### src/rtl/aes_pkg.sv
// aes_pkg: shared AES sequencer constants, FSM states and byte offset helper
package aes_pkg;
  localparam int AES_NR_128 = 10;
  localparam int STATE_W = 128;
  typedef enum logic [1:0] {IDLE, INIT, ROUND, DONE} fsm_e;
  function automatic int byte_off(input int c, input int r);
    return 32 * c + 8 * r;
  endfunction
endpackage

### src/rtl/aes_round_counter.sv
// aes_round_counter: round counter with terminal count on NR and mode-dependent key index
module aes_round_counter #(
  parameter int NR = aes_pkg::AES_NR_128,
  parameter int RW = 4
) (
  input  logic          clk,
  input  logic          rst,
  input  logic          clr,
  input  logic          load,
  input  logic          inc,
  input  logic          mode,
  output logic [RW-1:0] round,
  output logic [RW-1:0] key_idx,
  output logic          last
);
  localparam logic [RW-1:0] NR_W = RW'(NR);
  logic [RW-1:0] round_q, round_d;
  always_comb round_d = clr ? '0 : load ? RW'(1) : inc ? round_q + RW'(1) : round_q;
  always_ff @(posedge clk) begin
    if (rst) round_q <= '0;
    else round_q <= round_d;
  end
  assign round = round_q;
  assign last = round_q == NR_W;
  assign key_idx = mode ? NR_W - round_q : round_q;
endmodule

### src/rtl/aes_round_sequencer.sv
// aes_round_sequencer: iterative AES-128 round controller driving an external round datapath
module aes_round_sequencer
  import aes_pkg::*;
#(
  parameter int NR = AES_NR_128,
  parameter int RW = 4
) (
  input  logic               clk,
  input  logic               rst,
  input  logic               in_valid,
  output logic               in_ready,
  input  logic               in_mode,
  input  logic [STATE_W-1:0] in_data,
  input  logic               abort,
  output logic [STATE_W-1:0] dp_state,
  input  logic [STATE_W-1:0] dp_result,
  output logic [RW-1:0]      dp_round,
  output logic [RW-1:0]      dp_key_idx,
  output logic               dp_first,
  output logic               dp_last,
  output logic               dp_inverse,
  output logic               out_valid,
  input  logic               out_ready,
  output logic [STATE_W-1:0] out_data,
  output logic               busy
);
  fsm_e fsm_q, fsm_d;
  logic [STATE_W-1:0] state_q, state_d;
  logic mode_q, mode_d;
  logic accept, active, last;
  logic [RW-1:0] round, key_idx;
  assign in_ready = fsm_q == IDLE || (fsm_q == DONE && out_ready);
  assign accept = in_valid && in_ready && !abort;
  assign active = fsm_q == INIT || fsm_q == ROUND;
  aes_round_counter #(.NR(NR), .RW(RW)) u_cnt (
    .clk,
    .rst,
    .clr(abort || accept),
    .load(fsm_q == INIT),
    .inc(fsm_q == ROUND && !last),
    .mode(mode_q),
    .round,
    .key_idx,
    .last
  );
  always_comb begin
    fsm_d = fsm_q;
    state_d = state_q;
    mode_d = mode_q;
    if (active) state_d = dp_result;
    if (fsm_q == INIT) fsm_d = ROUND;
    if (fsm_q == ROUND && last) fsm_d = DONE;
    if (fsm_q == DONE && out_ready) fsm_d = IDLE;
    if (accept) begin
      state_d = in_data;
      mode_d = in_mode;
      fsm_d = INIT;
    end
    if (abort) begin
      fsm_d = IDLE;
      state_d = '0;
    end
  end
  always_ff @(posedge clk) begin
    if (rst) begin
      fsm_q <= IDLE;
      state_q <= '0;
      mode_q <= 1'b0;
    end else begin
      fsm_q <= fsm_d;
      state_q <= state_d;
      mode_q <= mode_d;
    end
  end
  assign busy = active;
  assign dp_state = state_q;
  assign out_data = state_q;
  assign out_valid = fsm_q == DONE;
  assign dp_first = fsm_q == INIT;
  assign dp_last = fsm_q == ROUND && last;
  assign dp_inverse = mode_q;
  assign dp_round = fsm_q == ROUND ? round : '0;
  assign dp_key_idx = active ? key_idx : '0;
endmodule

### config.mk
export PLATFORM = sky130hd
export DESIGN_NAME = aes_round_sequencer
export DESIGN_NICKNAME = d
export VERILOG_FILES = /design/src/rtl/aes_pkg.sv /design/src/rtl/aes_round_counter.sv /design/src/rtl/aes_round_sequencer.sv
export SDC_FILE = /design/constraint.sdc
export NUM_CORES = 1
export LEC_CHECK = 0
export BUFFER_PORTS_ARGS = -buffer_cell sky130_fd_sc_hd__buf_2
export CAP_MARGIN = 20
export CORE_AREA = 2 2 207 209
export CTS_BUF_LIST = sky130_fd_sc_hd__clkbuf_2
export DETAILED_ROUTE_END_ITERATION = 7
export DIE_AREA = 0 0 209 211
export PLACE_DENSITY = 0.4
export SLEW_MARGIN = 20
export SYNTH_ARGS = -nofsm -noshare
export SYNTH_HDL_FRONTEND = slang
export SYNTH_HIERARCHICAL = 1
export SYNTH_SLANG_ARGS = --single-unit
### constraint.sdc
create_clock -name clk -period 3.1 [get_ports clk]
set_input_delay 0.62 -clock clk [delete_from_list [all_inputs] [get_ports clk]]
set_output_delay 0.62 -clock clk [all_outputs]
set_load 0.02 [all_outputs]
==> key figures, run 1 <==
Critical path
  – FF-to-FF setup slack: 520 ps
  – CP bufs+invs: 2
  – CP max stage delay: 500 ps
  – Worst Setup Path Type: reg -> out
  – Req. time, crit path: 2480 ps
  – CP top delay family: flip-flops
  – Critical path arrival: 2250 ps
  – Maximum net fanout on the critical path: 7
  – Element type at the critical path start: flop
  – CP endpoint kind: output pin
  – Worst-path cell chain: inv_1 -> ha_1 -> mux2_2 -> and2_1 -> buf_2
  – Critical path's slowest cell: dfxtp_1

Detailed routing
  – Via count: 8531
  – Initial drt markers: 449
  – TritonRoute pass-1 iters: 4
  – Drt drc: 0
  – DRT antenna net count: 0
  – Per-cell routed wire length: 16.73 um
  – Vias per std cell: 4.368
  – Total Wirelength: 32.68 mm

Floorplanning
  – Row Count: 75
  – # IOs: 532
  – Initial Util: 0.1920
  – Die area: 44100 sq um
  – Die Height: 211 um
  – Die width: 209 um
  – Core ar.: 41760 sq um

Layout
  – Layout Area Growth over Synthesis: 62.73%
  – Most common cell after layout, fill and taps aside: buf_2
  – Layout Cells excl Fill: 1953
  – Most frequent cells in the layout: buf_2 (531), dlygate4sd3_1 (263), dfxtp_1 (135)
  – Final net count: 1670
  – Share of layout cells above drive strength 1: 0.4795
  – Layout Utilization: 0.3124

STA
  – Final Cycle Share: 0.9247
  – Min Tclk post-route: 2867 ps
  – Final Hold Fails: 0
  – Final Setup Violations: 0
  – Setup tns final: 0 ps
  – RSZ-0062 raised after global routing: false
  – Max-slew violation count: 0
  – Worst-Margin Slew: 624.3 ps
  – Skew final: 42.09 ps
  – Fmax: 0.3488 GHz
  – Slew HR: 0.5838
  – Minimum hold slack: 225.2 ps

Synthesis
  – Mapped Avg Cell Area: 10.16 sq um
  – Register area share after synthesis: 0.3371
  – Yosys reg bits: 135
  – Cell Area, Synth: 8018 sq um
  – Post-Syn Instances: 789
  – Synth warn: 6
  – Distinct cells, synth: 31
  – Synthesized net count: 1057

Clock network
  – Longest Clk Path Bufs: 2
  – Reg clk slew, reported paths: 200 ps
  – Clock sink count: 135
  – Root buffer cell: clkbuf_2
  – TritonCTS clock tree: built
  – Num CTS Buffers: 17
  – Worst-skew pair later-pin latency: 860 ps
  – H-tree levels: 4

Pwr
  – Flop pwr share: 0.460
  – Cell Int Power: 2.627 mW
  – Net switching fraction of the power: 0.3505
  – Combinational power share: 0.297
  – Max VDD drop: 0.1847 mV
  – Lkg Pwr: 6.212 nW
  – Pwr Density: 310.0 nW/um^2
  – P_sw: 1.418 mW
  – Clk pwr share: 0.243
  – Power Total: 4.045 mW

Placement
  – Routability Congestion: 0.7140
  – Dpl cells: 1658
  – DP HPWL: 21.45 mm
  – Input/output buffers: 531

GRT
  – First-pass GRT wire length: 48.95 mm
  – Grt ovf: 0
  – Pin count of the biggest net entering global routing: 111
  – Initial antenna violation count: 2
  – Vias in the first global route: 8569
  – GRT Util Overall: 0.1427

Run status
  – Status: complete, no violations

Job
  – Max-cap violations: 0

Hold path
  – Hold crit path type: in -> reg
-- area by class of cell --
type,count,area (sq um)
Antenna cell,2,5.005
Sequential cell,135,2703
Clock buffer,20,100.1
Inverter,3,11.26
Fill cell,4398,28710
Tap cell,539,674.4
Timing Repair Buffer,810,5555
Clock inverter,9,62.56
Multi-Input combinational cell,435,3936
-- synthesized netlist by cell type --
cell,n,area share
a211oi_2,1,0.0016
a21o_1,1,0.00094
a21oi_1,1,0.00062
and2_1,10,0.0078
and3b_1,1,0.0011
buf_1,9,0.0042
buf_2,18,0.011
buf_4,129,0.12
buf_6,12,0.017
clkbuf_1,48,0.022
dfxtp_1,135,0.34
ha_1,6,0.0094
inv_1,3,0.0014
mux2_2,1,0.0014
mux2i_1,128,0.16
nand2_1,5,0.0023
nand2b_1,2,0.0016
nand3b_1,1,0.00094
nand4_1,129,0.10
nand4b_1,1,0.0011
nor2_1,6,0.0028
nor2b_1,3,0.0023
nor3_1,1,0.00062
o21ai_0,2,0.0012
o311ai_0,1,0.0011
o31ai_1,30,0.028
o31ai_2,98,0.15
or2_1,1,0.00078
or3_4,1,0.0014
xnor2_1,2,0.0022
xor2_1,3,0.0033
-- repair_timing --
item                                    CTS  global route
resized for setup                         0             0
hold endpoints to repair                135             0
setup buffers                             1             0
endpoints found under the setup margin    1             0
hold buffers                            263             0
-- metal layers --
metal,track usage,wire length [um]
met5,0,0
met4,0.05443,736
met3,0.03256,1790
met2,0.2529,16540
met1,0.1673,13610
-- cell families (layout without fill, tap and decap cells) --
group / Yosys count / in the layout / synth area share
XOR/XNOR: 5 / 5 / 0.005463
multiplexers: 129 / 129 / 0.1612
AND/OR/NAND/NOR: 161 / 161 / 0.1234
buffers and inverters: 219 / 842 / 0.1770
AO/OA/AOI/OAI: 134 / 134 / 0.1865
adder cells (fa/ha/maj): 6 / 6 / 0.009363
other: 0 / 2 / 0
flip-flops: 135 / 135 / 0.3371
-- tightest hold or removal path, delay by kind of cell --
| family | cells | cell delay [ps] |
|---|---|---|
| buf+inv | 1 | 150 |
| simple gates | 2 | 140 |
| compound gates | 1 | 120 |
-- sequential cells by signal (all words and copies together) (netlist names) --
signal	flops
dp_inverse	1
fsm_q	2
u_cnt/round	4
dp_state	128
-- through the flow --
step / cell area (sq um) / setup WS [ps]
floorplan: 8018 / 743.1
global placement: 10230 / 1129
detailed placement: 10230 / 1077
CTS: 13040 / 2.844
global route: 13050 / 4.917
finish: 13050 / 233.3
-- path summary, 6_finish.rpt --
check,cells past startpoint,start,endpoint
setup / recovery,5,u_cnt/round[0],dp_key_idx[1]
hold / removal,4,abort,fsm_q[1]
setup reg to reg,7,fsm_q[1],dp_state[125]
hold reg to reg,2,dp_inverse,dp_inverse
-- power groups by stage --
stage	combinational (mW)	sequential (mW)	clock, mW
after floorplan	0.580	1.95	0
after global placement	0.986	1.89	0
after detailed placement	0.982	1.89	0
after CTS	1.20	1.86	1.08
after global routing	1.28	1.87	1.12
final	1.20	1.86	0.984
No activity file was read; power rests on OpenSTA's default activity.
==> inputs of run 2 (changes only) <==
--- a/config.mk
+++ b/config.mk
@@ -8,7 +8,7 @@
 export BUFFER_PORTS_ARGS = -buffer_cell sky130_fd_sc_hd__buf_2
 export CAP_MARGIN = 20
 export CORE_AREA = 2 2 207 209
-export CTS_BUF_LIST = sky130_fd_sc_hd__clkbuf_2
+export CTS_BUF_LIST = sky130_fd_sc_hd__clkbuf_4 sky130_fd_sc_hd__clkbuf_8
 export DETAILED_ROUTE_END_ITERATION = 7
 export DIE_AREA = 0 0 209 211
 export PLACE_DENSITY = 0.4
==> run 2 against run 1 <==
Compared with the run above: critical path depth unchanged; routed wire length down 6.3%; global-route usage down 0.91 points; worst setup slack better by 370 ps; non-clock buffer count down 264; register-to-register slack better by 560 ps; combinational power down 19%; clock power up 55%; critical path type unchanged; largest power group unchanged; power up 7.5%; sequential power about the same; die area unchanged; final area down 19%.
==> key figures, run 2 (synthesis results as in run 1) <==
Run status
  – Status: complete, no violations

STA
  – Skew final: 8.560 ps
  – Setup WS post-layout: 601.0 ps
  – Final Setup Violations: 0
  – Worst-Margin Slew: 572.1 ps
  – Setup tns final: 0 ps
  – Max-slew violation count: 0
  – Final Cycle Share: 0.8061
  – RSZ-0062 raised after global routing: false
  – Min Tclk post-route: 2499 ps
  – Slew HR: 0.6186
  – Minimum hold slack: 342.7 ps
  – Fmax: 0.4002 GHz
  – Final Hold Fails: 0

Clock network
  – Worst-skew pair later-pin latency: 500 ps
  – CTS Hold Buffers Added: 0
  – Reg clk slew, reported paths: 90 ps
  – Post-CTS setup buffers: 0
  – Root buffer cell: clkbuf_8
  – Clock sink count: 135
  – Num CTS Buffers: 17
  – Longest Clk Path Bufs: 2
  – TritonCTS clock tree: built
  – Post-CTS resize count: 0
  – H-tree levels: 4

Pwr
  – Lkg Pwr: 4.866 nW
  – Max VDD drop: 0.2285 mV
  – Net switching fraction of the power: 0.3230
  – Combinational power share: 0.223
  – Cell Int Power: 2.945 mW
  – P_sw: 1.405 mW
  – Pwr Density: 409.9 nW/um^2
  – Clk pwr share: 0.351
  – Flop pwr share: 0.426

Layout
  – Fillers: 4546
  – Layout Cells excl Fill: 1688
  – Layout Area Growth over Synthesis: 32.38%
  – Final net count: 1406
  – Most frequent cells in the layout: buf_2 (531), dfxtp_1 (135), nand4_1 (129)
  – Most common cell after layout, fill and taps aside: buf_2
  – Max reg flops: 128
  – Share of layout cells above drive strength 1: 0.5941

Placement
  – Routability Congestion: 0.7140
  – Dpl cells: 1658
  – DP HPWL: 21.45 mm
  – Dpl ws: 1077 ps
  – Input/output buffers: 531

Critical path
  – Critical path arrival: 1880 ps
  – Maximum net fanout on the critical path: 7
  – Req. time, crit path: 2480 ps
  – CP endpoint kind: output pin
  – Worst Setup Path Type: reg -> out
  – Element type at the critical path start: flop
  – FF-to-FF path depth: 5

Detailed routing
  – Vias per std cell: 4.430
  – Initial drt markers: 319
  – Via count: 7477
  – Per-cell routed wire length: 18.13 um
  – Drt drc: 0
  – TritonRoute pass-1 iters: 4
  – Total Wirelength: 30.61 mm
  – DRT antenna net count: 0

Floorplanning
  – Die area: 44100 sq um
  – Die Height: 211 um
  – Initial Util: 0.1920
  – Die width: 209 um
  – Row Count: 75
  – Core ar.: 41760 sq um
  – # IOs: 532

GRT
  – Initial antenna violation count: 1
  – Vias in the first global route: 7316
  – First-pass GRT wire length: 44.79 mm
  – GRT Util Overall: 0.1336
  – Pin count of the biggest net entering global routing: 111
  – Grt ovf: 0

Hold path
  – Hold crit path type: in -> reg
  – Hold depth: 3

Job
  – Max-cap violations: 0
run 2: power by group through the flow:
stage / clock, mW / sequential (mW) / combinational, mW
after floorplan: 0 / 1.95 / 0.580
after global placement: 0 / 1.89 / 0.986
after detailed placement: 0 / 1.89 / 0.982
after CTS: 1.62 / 1.85 / 0.983
after global routing: 1.68 / 1.86 / 1.04
final: 1.53 / 1.85 / 0.972
run 2: final timing paths:
kind | startpoint | end | slack, ps
worst max-delay path | u_cnt/round[0] | dp_key_idx[1] | 600
worst min-delay path | in_data[2] | dp_state[2] | 340
worst max register to register | fsm_q[1] | dp_state[42] | 1080
worst min register to register | dp_state[116] | dp_state[116] | 570
run 2: per-stage QoR:
| step | cell area (sq um) | total power [mW] | util |
|---|---|---|---|
| 2_1_floorplan | 8018 | 2.534 | - |
| 3_3_place_gp | 10230 | 2.880 | 0.2450 |
| 3_5_place_dp | 10230 | 2.875 | 0.2450 |
| 4_1_cts | 10610 | 4.457 | 0.2541 |
| 5_1_grt | 10610 | 4.579 | 0.2542 |
| 6_report | 10610 | 4.350 | 0.2542 |
run 2: metal layers:
metal	part of all wire	routed length (um)	vias to the layer above	track usage
li1	-	-	3534	-
met1	0.41	12670	3600	0.1572
met2	0.50	15450	321	0.2297
met3	0.061	1863	22	0.03628
met4	0.021	630	0	0.05493
met5	0	0	-	0
run 2: cell type report:
cell class,count,area [sq um],area share
diodes,1,2.502,0.0002358
clock buffers,26,339.1,0.03195
clock inverters,3,40.04,0.003772
inverters,3,11.26,0.001061
multi-input cells,435,3936,0.3709
flip-flops and latches,135,2703,0.2546
well taps,539,674.4,0.06354
repair buffers,546,2908,0.2740
run 2: worst max-delay path: stages (launching register included):
cell     delay, ps
dfxtp_1        460
inv_1           70
ha_1           300
mux2_2         270
and2_1         130
buf_2          160
==> inputs of run 3 (changes only) <==
--- a/config.mk
+++ b/config.mk
@@ -7,10 +7,10 @@
 export LEC_CHECK = 0
 export BUFFER_PORTS_ARGS = -buffer_cell sky130_fd_sc_hd__buf_2
 export CAP_MARGIN = 20
-export CORE_AREA = 2 2 207 209
+export CORE_AREA = 2 2 208 210
 export CTS_BUF_LIST = sky130_fd_sc_hd__clkbuf_4 sky130_fd_sc_hd__clkbuf_8
 export DETAILED_ROUTE_END_ITERATION = 7
-export DIE_AREA = 0 0 209 211
+export DIE_AREA = 0 0 210 212
 export PLACE_DENSITY = 0.4
 export SLEW_MARGIN = 20
 export SYNTH_ARGS = -nofsm -noshare
==> constraint.sdc (replaced) <==
create_clock -name clk -period 2.45 [get_ports clk]
set_input_delay 0.49 -clock clk [delete_from_list [all_inputs] [get_ports clk]]
set_output_delay 0.49 -clock clk [all_outputs]
set_load 0.02 [all_outputs]
==> run 3 against run 2 <==
Compared with the run above: critical path depth stayed put; die area up 0.95%; non-clock buffer count is 18 higher; utilization about the same; clock power is 31% higher; worst hold slack lost 120 ps; clock skew increased by 1.7 ps; final area grew 1.7%; largest power group unchanged; routed wire length is essentially flat; final cell count grew 1.5%; worst setup slack worse by 430 ps.
==> key figures, run 3 (synthesis results as in run 1) <==
Critical path
  – Critical path arrival: 1790 ps
  – FF-to-FF setup slack: 550 ps
  – RR Startpoint: fsm_q[0]
  – Worst Setup Path Type: reg -> out
  – CP endpoint kind: output pin
  – Element type at the critical path start: flop
  – Req. time, crit path: 1960 ps
  – FF-to-FF path depth: 6
  – Worst Setup SP: u_cnt/round[0]
  – Critical Path Sink: dp_key_idx[1]
  – Maximum net fanout on the critical path: 7
  – RR Endpoint: dp_state[60]

Placement
  – Dpl cells: 1681
  – Input/output buffers: 531
  – Routability Congestion: 0.7611
  – DP HPWL: 22.14 mm
  – Dpl ws: 570.7 ps
  – Area post-placement: 10390 sq um

GRT
  – Vias in the first global route: 7109
  – GRT Util Overall: 0.1302
  – Met3 Usage GRT: 0.03516
  – First-pass GRT wire length: 43.94 mm
  – Grt ovf: 0
  – Initial antenna violation count: 0
  – Met1 GRT Util: 0.1595
  – Global-route layer with the greatest usage: met2
  – Pin count of the biggest net entering global routing: 74
  – Met2 Use GR: 0.2210

Layout
  – Max reg flops: 128
  – Layout Area Growth over Synthesis: 34.68%
  – Layout Cell Area excl Fill: 10800 sq um
  – Layout Utilization: 0.2540
  – Layout Cells excl Fill: 1714
  – N_diodes: 0
  – Most frequent cells in the layout: buf_2 (531), dfxtp_1 (134), nand4_1 (129)
  – Final net count: 1424
  – Most common cell after layout, fill and taps aside: buf_2
  – Share of layout cells above drive strength 1: 0.6019
  – Fillers: 4614

Clock network
  – Longest Clk Path Bufs: 2
  – H-tree levels: 4
  – Num CTS Buffers: 17
  – Reg clk slew, reported paths: 90 ps
  – Worst-skew pair later-pin latency: 490 ps
  – TritonCTS clock tree: built
  – Clock sink count: 135
  – Root buffer cell: clkbuf_8

Floorplanning
  – Initial Util: 0.1886
  – Core ar.: 42510 sq um
  – Die area: 44520 sq um
  – # IOs: 532
  – Die width: 210 um
  – Die Height: 212 um
  – Row Count: 76

STA
  – RSZ-0062 raised after global routing: false
  – Final Setup Violations: 0
  – Fmax: 0.4381 GHz
  – Final Cycle Share: 0.9318
  – Min Tclk post-route: 2283 ps
  – Setup tns final: 0 ps
  – Skew final: 10.22 ps
  – Worst-Margin Slew: 911.8 ps
  – Slew HR: 0.3921
  – Setup WS post-layout: 167.2 ps
  – Max-slew violation count: 0
  – Final Hold Fails: 0

Pwr
  – P_sw: 1.827 mW
  – Pwr Density: 519.5 nW/um^2
  – Net switching fraction of the power: 0.3257
  – Clk pwr share: 0.356
  – Cell Int Power: 3.783 mW
  – Combinational power share: 0.226
  – Flop pwr share: 0.417
  – Lkg Pwr: 4.958 nW
  – Max VDD drop: 0.3135 mV

Detailed routing
  – Vias per std cell: 4.384
  – Initial drt markers: 420
  – DRT antenna net count: 0
  – Drt drc: 0
  – TritonRoute pass-1 iters: 5
  – Via count: 7515
  – Total Wirelength: 30.58 mm
  – Per-cell routed wire length: 17.84 um

Hold path
  – Hold crit path type: in -> reg

Job
  – Max-cap violations: 0

Run status
  – Status: complete, no violations
run 3: cell count changes in the layout (fill, tap and decap cells not counted), sizes merged:
cell	previous run	this run
diode	1	0
bufinv	1	2
clkinv	2	3
buf	546	564
clkinvlp	0	3
clkbuf	26	23
run 3: per-layer routing:
layer | vias to the layer above | wire [um]
li1 | 3582 | -
met3 | 24 | 1963
met5 | - | 0
met2 | 362 | 15200
met4 | 0 | 482
met1 | 3547 | 12940
run 3: area by class of cell:
| cell class | instances | area [sq um] | area share |
|---|---|---|---|
| clock buffer | 23 | 297.8 | 0.02758 |
| clock inverter | 8 | 97.59 | 0.009038 |
| inverter | 3 | 11.26 | 0.001043 |
| multi-input combinational | 435 | 3936 | 0.3645 |
| sequential | 135 | 2704 | 0.2504 |
| tap | 546 | 683.2 | 0.06327 |
| timing repair buffer | 564 | 3068 | 0.2841 |
run 3: critical path, cell delays in order (launching register included):
cell     delay (ps)
dfxtp_2         390
inv_1            60
ha_1            300
mux2_2          270
and2_1          130
buf_2           160
run 3: power groups by stage:
| stage | Sequential (mW) | Clock [mW] | Combinational (mW) |
|---|---|---|---|
| 2_1_floorplan | 2.47 | 0 | 0.734 |
| 3_3_place_gp | 2.39 | 0 | 1.29 |
| 3_5_place_dp | 2.39 | 0 | 1.28 |
| 4_1_cts | 2.34 | 2.11 | 1.28 |
| 5_1_grt | 2.35 | 2.18 | 1.36 |
| 6_report | 2.34 | 2.00 | 1.27 |
run 3: what timing repair did:
action / in CTS / in global routing
buffers inserted: 0 / 2
gates resized for setup: 0 / 1
hold buffers: 0 / 0
setup endpoints to repair: 0 / 2
run 3: through the flow:
step           power, mW  hold WS [ps]
2_1_floorplan      3.207         527.3
3_3_place_gp       3.684         544.9
3_5_place_dp       3.673         554.5
4_1_cts            5.733         162.2
5_1_grt            5.895         173.8
6_report           5.610         225.5
run 3: worst min-delay path by stage:
stage / from / to / slack [ps] / cells after the start
2_1_floorplan: u_cnt/round[3] / u_cnt/round[3] / 530 / 2
3_3_place_gp: dp_state[4] / dp_state[4] / 540 / 2
3_5_place_dp: dp_inverse / dp_inverse / 550 / 2
4_1_cts: in_data[127] / dp_state[127] / 160 / 3
5_1_grt: in_data[127] / dp_state[127] / 170 / 3
6_report: in_data[103] / dp_state[103] / 230 / 3
